===== config.mk =====
export PLATFORM = sky130hd
export DESIGN_NAME = result_bus_arbiter
export DESIGN_NICKNAME = d
export VERILOG_FILES = /design/src/rtl/result_bus_arbiter.sv
export SDC_FILE = /design/constraint.sdc
export NUM_CORES = 1
export LEC_CHECK = 0
export ABC_CLOCK_PERIOD_IN_PS = 5450
export CAP_MARGIN = 20
export CORE_ASPECT_RATIO = 0.75
export CORE_UTILIZATION = 53
export DETAILED_ROUTE_END_ITERATION = 8
export DONT_BUFFER_PORTS = 1
export PLACE_DENSITY = 0.68
export SLEW_MARGIN = 0
export SYNTH_ARGS = -nofsm -noshare
export SYNTH_HDL_FRONTEND = slang
export SYNTH_SLANG_ARGS = --single-unit

===== constraint.sdc =====
create_clock -name clk -period 5.45 [get_ports clk]
set_clock_uncertainty 0.15 [all_clocks]
set_input_delay 0.8175 -clock clk [delete_from_list [all_inputs] [get_ports clk]]
set_output_delay 0.8175 -clock clk [all_outputs]
set_load 0.005 [all_outputs]

===== src/rtl/result_bus_arbiter.sv =====
// Result bus arbiter: merges ALU and load results onto one registered CDB broadcast.
// Each source has a small FIFO with bypass; a round-robin grant picks one winner per cycle.

module result_bus_arbiter_fifo #(
  parameter int W     = 36,
  parameter int DEPTH = 4
) (
  input  logic         clk,
  input  logic         rst,
  input  logic         en,
  input  logic         clr,
  input  logic         push,
  input  logic         pop,
  input  logic [W-1:0] wdata,
  output logic [W-1:0] head,
  output logic         empty,
  output logic         almost_full,
  output logic         drop
);
  localparam int PTR_W = $clog2(DEPTH);
  localparam int CNT_W = PTR_W + 1;
  localparam logic [CNT_W-1:0] CNT_FULL  = CNT_W'(DEPTH);
  localparam logic [CNT_W-1:0] CNT_AFULL = CNT_W'(DEPTH - 1);

  logic [W-1:0]     mem_q [DEPTH];
  logic [PTR_W-1:0] rd_ptr_q, rd_ptr_d;
  logic [PTR_W-1:0] wr_ptr_q, wr_ptr_d;
  logic [CNT_W-1:0] cnt_q, cnt_d;
  logic             afull_q, afull_d;
  logic             do_push, do_pop;

  assign empty       = (cnt_q == '0);
  assign head        = mem_q[rd_ptr_q];
  assign almost_full = afull_q;
  // A push into a completely full FIFO with no simultaneous pop is lost.
  assign drop        = push && !pop && (cnt_q == CNT_FULL);
  assign do_push     = push && !drop;
  assign do_pop      = pop && !empty;

  always_comb begin
    rd_ptr_d = rd_ptr_q;
    wr_ptr_d = wr_ptr_q;
    cnt_d    = cnt_q;
    if (clr) begin
      rd_ptr_d = '0;
      wr_ptr_d = '0;
      cnt_d    = '0;
    end else begin
      if (do_pop)  rd_ptr_d = rd_ptr_q + PTR_W'(1);
      if (do_push) wr_ptr_d = wr_ptr_q + PTR_W'(1);
      case ({do_push, do_pop})
        2'b10:   cnt_d = cnt_q + CNT_W'(1);
        2'b01:   cnt_d = cnt_q - CNT_W'(1);
        default: cnt_d = cnt_q;
      endcase
    end
    afull_d = (cnt_d >= CNT_AFULL);
  end

  always_ff @(posedge clk or posedge rst) begin
    if (rst) begin
      rd_ptr_q <= '0;
      wr_ptr_q <= '0;
      cnt_q    <= '0;
      afull_q  <= 1'b0;
    end else if (en) begin
      rd_ptr_q <= rd_ptr_d;
      wr_ptr_q <= wr_ptr_d;
      cnt_q    <= cnt_d;
      afull_q  <= afull_d;
    end
  end

  always_ff @(posedge clk) begin
    if (en && !clr && do_push) mem_q[wr_ptr_q] <= wdata;
  end
endmodule

// Handshake: a producer offers an item for exactly one cycle with its valid bit
// (alu_ready / mem_data_ready); there is no per-item stall. *_full tells the
// producer to stop issuing and leaves one slot for an item already in flight.
// cdb_ready qualifies cdb_val/cdb_id/cdb_src for one cycle; consumers cannot stall it.
module result_bus_arbiter #(
  parameter int XLEN     = 32,
  parameter int ID_WIDTH = 4,
  parameter int DEPTH    = 4
) (
  input  logic                clk,
  input  logic                rst,
  input  logic                rdy,
  input  logic                flush,
  input  logic                alu_ready,
  input  logic [XLEN-1:0]     alu_res,
  input  logic [ID_WIDTH-1:0] alu_id,
  output logic                alu_full,
  input  logic                mem_data_ready,
  input  logic [XLEN-1:0]     mem_data,
  input  logic [ID_WIDTH-1:0] mem_id,
  output logic                mem_full,
  output logic                cdb_ready,
  output logic [XLEN-1:0]     cdb_val,
  output logic [ID_WIDTH-1:0] cdb_id,
  output logic                cdb_src,
  output logic                err_overflow
);
  localparam int PW = ID_WIDTH + XLEN;

  logic [PW-1:0]       alu_head, mem_head, alu_pay, mem_pay;
  logic                alu_empty, mem_empty;
  logic                alu_drop, mem_drop;
  logic                alu_cand, mem_cand, any_cand;
  logic                grant_mem, alu_win, mem_win;
  logic                alu_push, alu_pop, mem_push, mem_pop;

  logic                cdb_ready_q, cdb_ready_d;
  logic [XLEN-1:0]     cdb_val_q, cdb_val_d;
  logic [ID_WIDTH-1:0] cdb_id_q, cdb_id_d;
  logic                cdb_src_q, cdb_src_d;
  logic                last_grant_q, last_grant_d;
  logic                err_q, err_d;

  result_bus_arbiter_fifo #(.W(PW), .DEPTH(DEPTH)) u_alu_fifo (
    .clk         (clk),
    .rst         (rst),
    .en          (rdy),
    .clr         (flush),
    .push        (alu_push),
    .pop         (alu_pop),
    .wdata       ({alu_id, alu_res}),
    .head        (alu_head),
    .empty       (alu_empty),
    .almost_full (alu_full),
    .drop        (alu_drop)
  );

  result_bus_arbiter_fifo #(.W(PW), .DEPTH(DEPTH)) u_mem_fifo (
    .clk         (clk),
    .rst         (rst),
    .en          (rdy),
    .clr         (flush),
    .push        (mem_push),
    .pop         (mem_pop),
    .wdata       ({mem_id, mem_data}),
    .head        (mem_head),
    .empty       (mem_empty),
    .almost_full (mem_full),
    .drop        (mem_drop)
  );

  // An incoming item only bypasses when its FIFO is empty, which keeps per-source order.
  always_comb begin
    alu_cand  = !alu_empty || alu_ready;
    mem_cand  = !mem_empty || mem_data_ready;
    any_cand  = alu_cand || mem_cand;
    alu_pay   = alu_empty ? {alu_id, alu_res} : alu_head;
    mem_pay   = mem_empty ? {mem_id, mem_data} : mem_head;
    grant_mem = (alu_cand && mem_cand) ? !last_grant_q : mem_cand;
    alu_win   = any_cand && !grant_mem;
    mem_win   = any_cand && grant_mem;
    alu_pop   = alu_win && !alu_empty;
    mem_pop   = mem_win && !mem_empty;
    alu_push  = alu_ready && !(alu_win && alu_empty);
    mem_push  = mem_data_ready && !(mem_win && mem_empty);
  end

  always_comb begin
    cdb_ready_d  = cdb_ready_q;
    cdb_val_d    = cdb_val_q;
    cdb_id_d     = cdb_id_q;
    cdb_src_d    = cdb_src_q;
    last_grant_d = last_grant_q;
    err_d        = err_q;
    if (flush) begin
      cdb_ready_d = 1'b0;
    end else begin
      cdb_ready_d = any_cand;
      if (any_cand) begin
        {cdb_id_d, cdb_val_d} = grant_mem ? mem_pay : alu_pay;
        cdb_src_d             = grant_mem;
      end
      if (alu_cand && mem_cand) last_grant_d = grant_mem;
      if (alu_drop || mem_drop) err_d = 1'b1;
    end
  end

  // last_grant resets to MEM so the ALU wins the first tie.
  always_ff @(posedge clk or posedge rst) begin
    if (rst) begin
      cdb_ready_q  <= 1'b0;
      cdb_val_q    <= '0;
      cdb_id_q     <= '0;
      cdb_src_q    <= 1'b0;
      last_grant_q <= 1'b1;
      err_q        <= 1'b0;
    end else if (rdy) begin
      cdb_ready_q  <= cdb_ready_d;
      cdb_val_q    <= cdb_val_d;
      cdb_id_q     <= cdb_id_d;
      cdb_src_q    <= cdb_src_d;
      last_grant_q <= last_grant_d;
      err_q        <= err_d;
    end
  end

  assign cdb_ready    = cdb_ready_q;
  assign cdb_val      = cdb_val_q;
  assign cdb_id       = cdb_id_q;
  assign cdb_src      = cdb_src_q;
  assign err_overflow = err_q;
endmodule


==> impl_metrics.yaml, run 1 <==
outcome:
  status: "finished, final reports clean"
run:
  maxCapViolCount: 0
place:
  placedCellCount: 1039
  dpl.hpwl_um: 18200
  pre_cts_ws_ns: 1.47
  placed_cell_area_sq_um: 14200
  gp_congestion: 0.840
  numPortBuffers: 0
timing:
  final.min_clock_period_ns: 3.68
  hold_ws_ns: 0.251
  tightest_slew_ns: 0.997
  hold_viol: 0
  relSlewSlack_pct: 33.5
  rsz0062_at_grt: "no"
  setup_violations: 0
  final.setup.worst_slack_ns: 1.77
  fin_setup_tns_ns: 0
  fin_crit_sh_pct: 67.5
  drv_slew: 0
  fmax_mhz: 272
routing:
  top_layer: "met4"
  wl_met1_um: 12800
  routed_wl_um: 29900
  met3_length_um: 3250
  drc_errors: 0
  vias: 7116
  drt_iter0_markers: 770
  wire_per_inst_um: 27.2
  wl_met2_um: 13300
  routed_via_density: 6.46
  ant_nets: 0
  dr.pass1.iters: 7
clock_network:
  htreeDepth: 2
  cts_hold_buf: 0
  ctsResizeCount: 0
  cts_buffers: 34
  clock-sinks: 344
  clk_path_buf_depth: 3
  cts_setup_buffers: 0
  clockRootBuffer: "clkbuf_16"
  insertion_delay_ns: 0.50
  path_clk_slew_ns: 0.06
  cts_tree: "done"
setup_path:
  arrival_ns: 3.87
  critical_path_class: "flop to flop"
  cp_max_fo: 9
  ff2ff_setup_slack_ns: 1.77
  cp.required_ns: 5.64
  startpoint_type: "flop"
  cp-end-kind: "flop"
  r2r-start: "u_mem_fifo.cnt_q[0]$_DFFE_PP0P_"
  rr_worst_depth: 10
  r2r-end: "u_alu_fifo.almost_full$_DFFE_PP0P_"
synthesis:
  synth_edf_count: 288
  async_flop_share_pct: 16.3
  avgSynthCellArea_sq_um: 18.9
  ys_dominant_reg_cell: "edfxtp_1"
  seq_area_frac_synth_pct: 72.4
  syn_nets: 826
  synth_cell_type_count: 51
  ys.warnings.count: 0
  synthCells: 736
  synth_seq_cells: 344
  syn_area_sq_um: 13900
global_routing:
  antenna_found_initial: 0
  grt_pass1_wl_um: 45400
  grt_max_degree: 71
  grt_pass1_vias: 7328
  grt_remaining_overflow: 0
  grt_usage_pct: 23.1
min_path:
  min_path_cells: 0
  min_path_type: "input pin to flop"
  min_from: "alu_res[13]"
  hold_path_end: "u_alu_fifo.mem_q[1][13]$_DFFE_PP_"
layout:
  final_layout_size_suffix_gt1_share_pct: 24.2
  design_area_sq_um: 15300
  layoutNonFillerInstCount: 1101
  area_growth_pct: 10.4
  antenna_cells: 0
  nets: 827
  fin_util_pct: 60.5
  fillCellCount: 1793
floorplanning:
  coreArea_sq_um: 25300
  die_w_um: 189
  io_pins: 119
  die_y_um: 142
  start_util_pct: 54.8
  core.rowCount: 50
  dieArea_sq_um: 26900
pwr:
  p_sw_share_pct: 31.3
  pwr-share-seq_pct: 42.6
  p_clk_share_pct: 28.6
  total_power_mw: 8.16
  irDropWorstVdd_mv: 0.290
  p_leak_nw: 4.99
  p_int_mw: 5.60
  p_per_area_nw_per_um2: 532
  p_comb_share_pct: 28.8
  p_switching_mw: 2.55
-- logic make-up after synthesis --
| logic type | after synthesis | share of synthesized area [%] |
|---|---|---|
| compound gates | 113 | 6.22 |
| fa+ha+maj | 12 | 1.19 |
| mux | 110 | 14.7 |
| xor+xnor | 4 | 0.252 |
| flops | 344 | 72.4 |
| buf+inv | 67 | 2.18 |
| simple gates | 86 | 3.04 |
-- worst max path at each step --
stage                                    start                            endpoint  slack, ns  depth (start not counted)
2_1_floorplan                   mem_data_ready  u_alu_fifo.almost_full$_DFFE_PP0P_       1.75                         11
3_3_place_gp                    mem_data_ready  u_alu_fifo.almost_full$_DFFE_PP0P_       1.60                         10
3_5_place_dp                    mem_data_ready  u_alu_fifo.almost_full$_DFFE_PP0P_       1.47                         10
4_1_cts        u_mem_fifo.cnt_q[0]$_DFFE_PP0P_  u_alu_fifo.almost_full$_DFFE_PP0P_       1.80                         10
5_1_grt        u_mem_fifo.cnt_q[0]$_DFFE_PP0P_  u_alu_fifo.almost_full$_DFFE_PP0P_       1.61                         10
6_report       u_mem_fifo.cnt_q[0]$_DFFE_PP0P_  u_alu_fifo.almost_full$_DFFE_PP0P_       1.77                         10
-- synthesized netlist by cell type, drive strengths merged, types with 3 or more instances --
cell type	count	area (sq um)
o22ai	6	37.5
a22o	3	26.3
edfxtp	288	8650
nor3	4	20.0
inv	18	67.6
nand2	6	25.0
nand4	3	18.8
mux2i	3	30.0
mux2	35	394
nor2b	6	37.5
mux4	72	1620
xnor2	4	35.0
and3	10	62.6
dfrtp	55	1380
a222oi	36	360
buf	26	149
o311ai	4	35.0
o21ai	7	35.0
ha	10	125
nor2	43	161
a21oi	38	194
nand2b	5	31.3
clkbuf	23	86.3
-- cell usage in the layout, fill, tap and decap left out, types with 6 or more instances in the layout --
| master | instances |
|---|---|
| and3_1 | 7 |
| nor2_1 | 43 |
| a222oi_1 | 36 |
| a21oi_1 | 36 |
| inv_1 | 16 |
| o21ai_0 | 6 |
| mux2_2 | 35 |
| buf_4 | 14 |
| o22ai_1 | 6 |
| clkbuf_1 | 10 |
| ha_1 | 10 |
| dfrtp_1 | 53 |
| clkbuf_16 | 37 |
| edfxtp_1 | 288 |
| mux4_2 | 72 |
-- power by group through the flow --
stage,clock network [mW],registers (mW),logic [mW]
6_report,2.33,3.48,2.35
5_1_grt,2.48,3.52,2.53
4_1_cts,2.38,3.48,2.36
3_5_place_dp,0,3.53,2.34
3_3_place_gp,0,3.52,2.27
2_1_floorplan,0,3.34,1.86
-- critical path: stages (launching register included) --
cell and delay (ns):
dfrtp_1 0.48, or4_1 0.67, mux2i_1 0.30, and2_1 0.29, inv_1 0.07, ha_1 0.24
fa_1 0.39, xnor2_1 0.18, or2_2 0.29, a222oi_1 0.34, o22ai_1 0.12
-- state kept, by name, summed over array words and instances, names as in the netlist, 2 cells and up --
register	flops
u_mem_fifo.mem_q	144
u_mem_fifo.cnt_q	3
u_alu_fifo.wr_ptr_q	2
u_alu_fifo.rd_ptr_q	2
u_alu_fifo.mem_q	144
u_alu_fifo.cnt_q	3
cdb_val	32
u_mem_fifo.rd_ptr_q	2
cdb_id	4
u_mem_fifo.wr_ptr_q	2
-- routing by layer --
metal,vias to the layer above,global-route usage (%)
li1,3042,-
met1,3716,35.1
met2,320,33.2
met3,38,6.41
met4,0,5.98
met5,-,0
-- layout make-up --
| cell class | instances | area, sq um | area share (%) |
|---|---|---|---|
| tap | 338 | 423 | 2.76 |
| multi-input combinational | 325 | 3550 | 23.2 |
| clock inverter | 10 | 97.6 | 0.637 |
| timing repair buffer | 14 | 105 | 0.685 |
| clock buffer | 52 | 1030 | 6.73 |
| sequential | 344 | 10100 | 65.6 |
| inverter | 18 | 67.6 | 0.441 |
(Power assumes the default switching activity.)
==> inputs of run 2 (changes only) <==
ABC_CLOCK_PERIOD_IN_PS = 3350   (was 5450)
PLACE_DENSITY = 0.71   (was 0.68)
clock period = 3.35 ns   (was 5.45 ns; I/O delays follow)
==> impl_metrics.yaml, run 2 (same netlist as run 1, synthesis figures left out) <==
timing:
  tightest_slew_ns: 0.866
  hold_viol: 0
  drv_slew: 0
  fin_crit_sh_pct: 97.4
  final.min_clock_period_ns: 3.26
  relSlewSlack_pct: 41.8
  fmax_mhz: 306
  setup_violations: 0
  rsz0062_at_grt: "yes"
layout:
  multi_input_area_sq_um: 3570
  layoutNonFillerInstCount: 1195
  nets: 923
  register_area_sq_um: 10100
  layout_common_cells: "288 x edfxtp_1, 76 x dlygate4sd3_1, 72 x mux4_2, 53 x dfrtp_1, 43 x nor2_1"
  final_layout_size_suffix_gt1_share_pct: 24.3
  area_growth_pct: 17.1
  final_common_cell: "edfxtp_1"
  fillCellCount: 1652
clock_network:
  clk_path_buf_depth: 3
  cts_tree: "done"
  htreeDepth: 2
  path_clk_slew_ns: 0.07
  clock-sinks: 344
  insertion_delay_ns: 0.52
  cts_setup_buffers: 0
  cts_buffers: 34
  clockRootBuffer: "clkbuf_16"
min_path:
  min_path_type: "input pin to flop"
  min_from: "rdy"
place:
  numPortBuffers: 0
  placedCellCount: 1059
  gp_congestion: 0.864
  dpl.hpwl_um: 19400
setup_path:
  crit_start: "u_mem_fifo.cnt_q[1]$_DFFE_PP0P_"
  arrival_ns: 3.47
  cp.required_ns: 3.56
  cp_max_fo: 3
  r2r-start: "u_mem_fifo.cnt_q[1]$_DFFE_PP0P_"
  cp-end-kind: "flop"
  critical_path_class: "flop to flop"
  startpoint_type: "flop"
floorplanning:
  dieArea_sq_um: 26900
  die_w_um: 189
  coreArea_sq_um: 25300
  die_y_um: 142
  io_pins: 119
  start_util_pct: 54.8
  core.rowCount: 50
routing:
  drt_iter0_markers: 1073
  wire_per_inst_um: 27.5
  routed_wl_um: 32800
  routed_via_density: 6.51
  drc_errors: 0
  ant_nets: 0
  dr.pass1.iters: 8
  vias: 7774
global_routing:
  grt_pass1_wl_um: 49100
  grt_remaining_overflow: 0
  grt_pass1_vias: 7939
  grt_usage_pct: 25.0
  antenna_found_initial: 1
  grt_max_degree: 71
pwr:
  p_leak_nw: 5.40
  p_per_area_nw_per_um2: 835
  irDropWorstVdd_mv: 0.452
  total_power_mw: 13.6
run:
  maxCapViolCount: 0
outcome:
  status: "finished, final reports clean"
run 2: power breakdown:
part           switching [mW]  internal [mW]
clock network            1.57           2.14
registers               0.402           5.14
logic                    2.41           1.92
run 2: layout make-up:
type | instances | share of cell area [%]
Tap cell | 338 | 2.60
Antenna cell | 1 | 0.0154
Clock buffer | 43 | 5.50
Clock inverter | 16 | 1.12
Timing Repair Buffer | 110 | 6.56
Multi-Input combinational cell | 325 | 22.0
Sequential cell | 344 | 61.8
Inverter | 18 | 0.416
run 2: layer usage:
layer	routed length [um]	part of all wire, %	vias up	track usage [%]
met5	0	0	-	0
met4	620	1.9	0	6.32
met3	4220	13	44	7.42
met2	14800	45	500	36.6
met1	13200	40	4004	37.1
li1	-	-	3226	-
run 2: what timing repair did:
item                       4_1_cts  5_1_grt
hold buffers                    76        0
setup endpoints to repair        0        2
gates resized for setup          0        4
hold endpoints to repair       315        0
run 2: worst max-delay path, stage by stage, from the launching register on:
cell,delay [ns]
dfrtp_1,0.38
or4_4,0.54
mux2i_2,0.20
and2_4,0.17
inv_1,0.04
ha_1,0.23
fa_1,0.39
xnor2_1,0.17
or2_2,0.29
a222oi_1,0.41
o22ai_1,0.13
run 2: metrics by stage:
step / cell area [sq um] / TNS (ns) / setup slack, ns / hold slack [ns] / util [%]
2_1_floorplan: 13900 / 0 / 0.00595 / 0.318 / -
3_3_place_gp: 14400 / 0 / 0.0811 / 0.250 / 56.8
3_5_place_dp: 14400 / -0.0937 / -0.0937 / 0.273 / 56.8
4_1_cts: 16200 / 0 / 0.0452 / 0.0392 / 64.1
5_1_grt: 16300 / -0.00657 / -0.00657 / 0.0576 / 64.2
6_report: 16300 / 0 / 0.0864 / 0.0595 / 64.2
run 2: worst paths after layout:
| check | slack (ns) | cells past startpoint | end |
|---|---|---|---|
| setup / recovery | 0.09 | 10 | u_alu_fifo.almost_full$_DFFE_PP0P_ |
| min in group asynchronous | 0.35 | 2 | cdb_val[19]$_DFFE_PP0P_ |
| max in group asynchronous | 1.97 | 3 | u_mem_fifo.rd_ptr_q[0]$_DFFE_PP0P_ |
| setup reg to reg | 0.09 | 10 | u_alu_fifo.almost_full$_DFFE_PP0P_ |
| hold / removal | 0.06 | 2 | u_mem_fifo.cnt_q[2]$_DFFE_PP0P_ |
| hold reg to reg | 0.37 | 1 | err_overflow$_DFFE_PP0P_ |
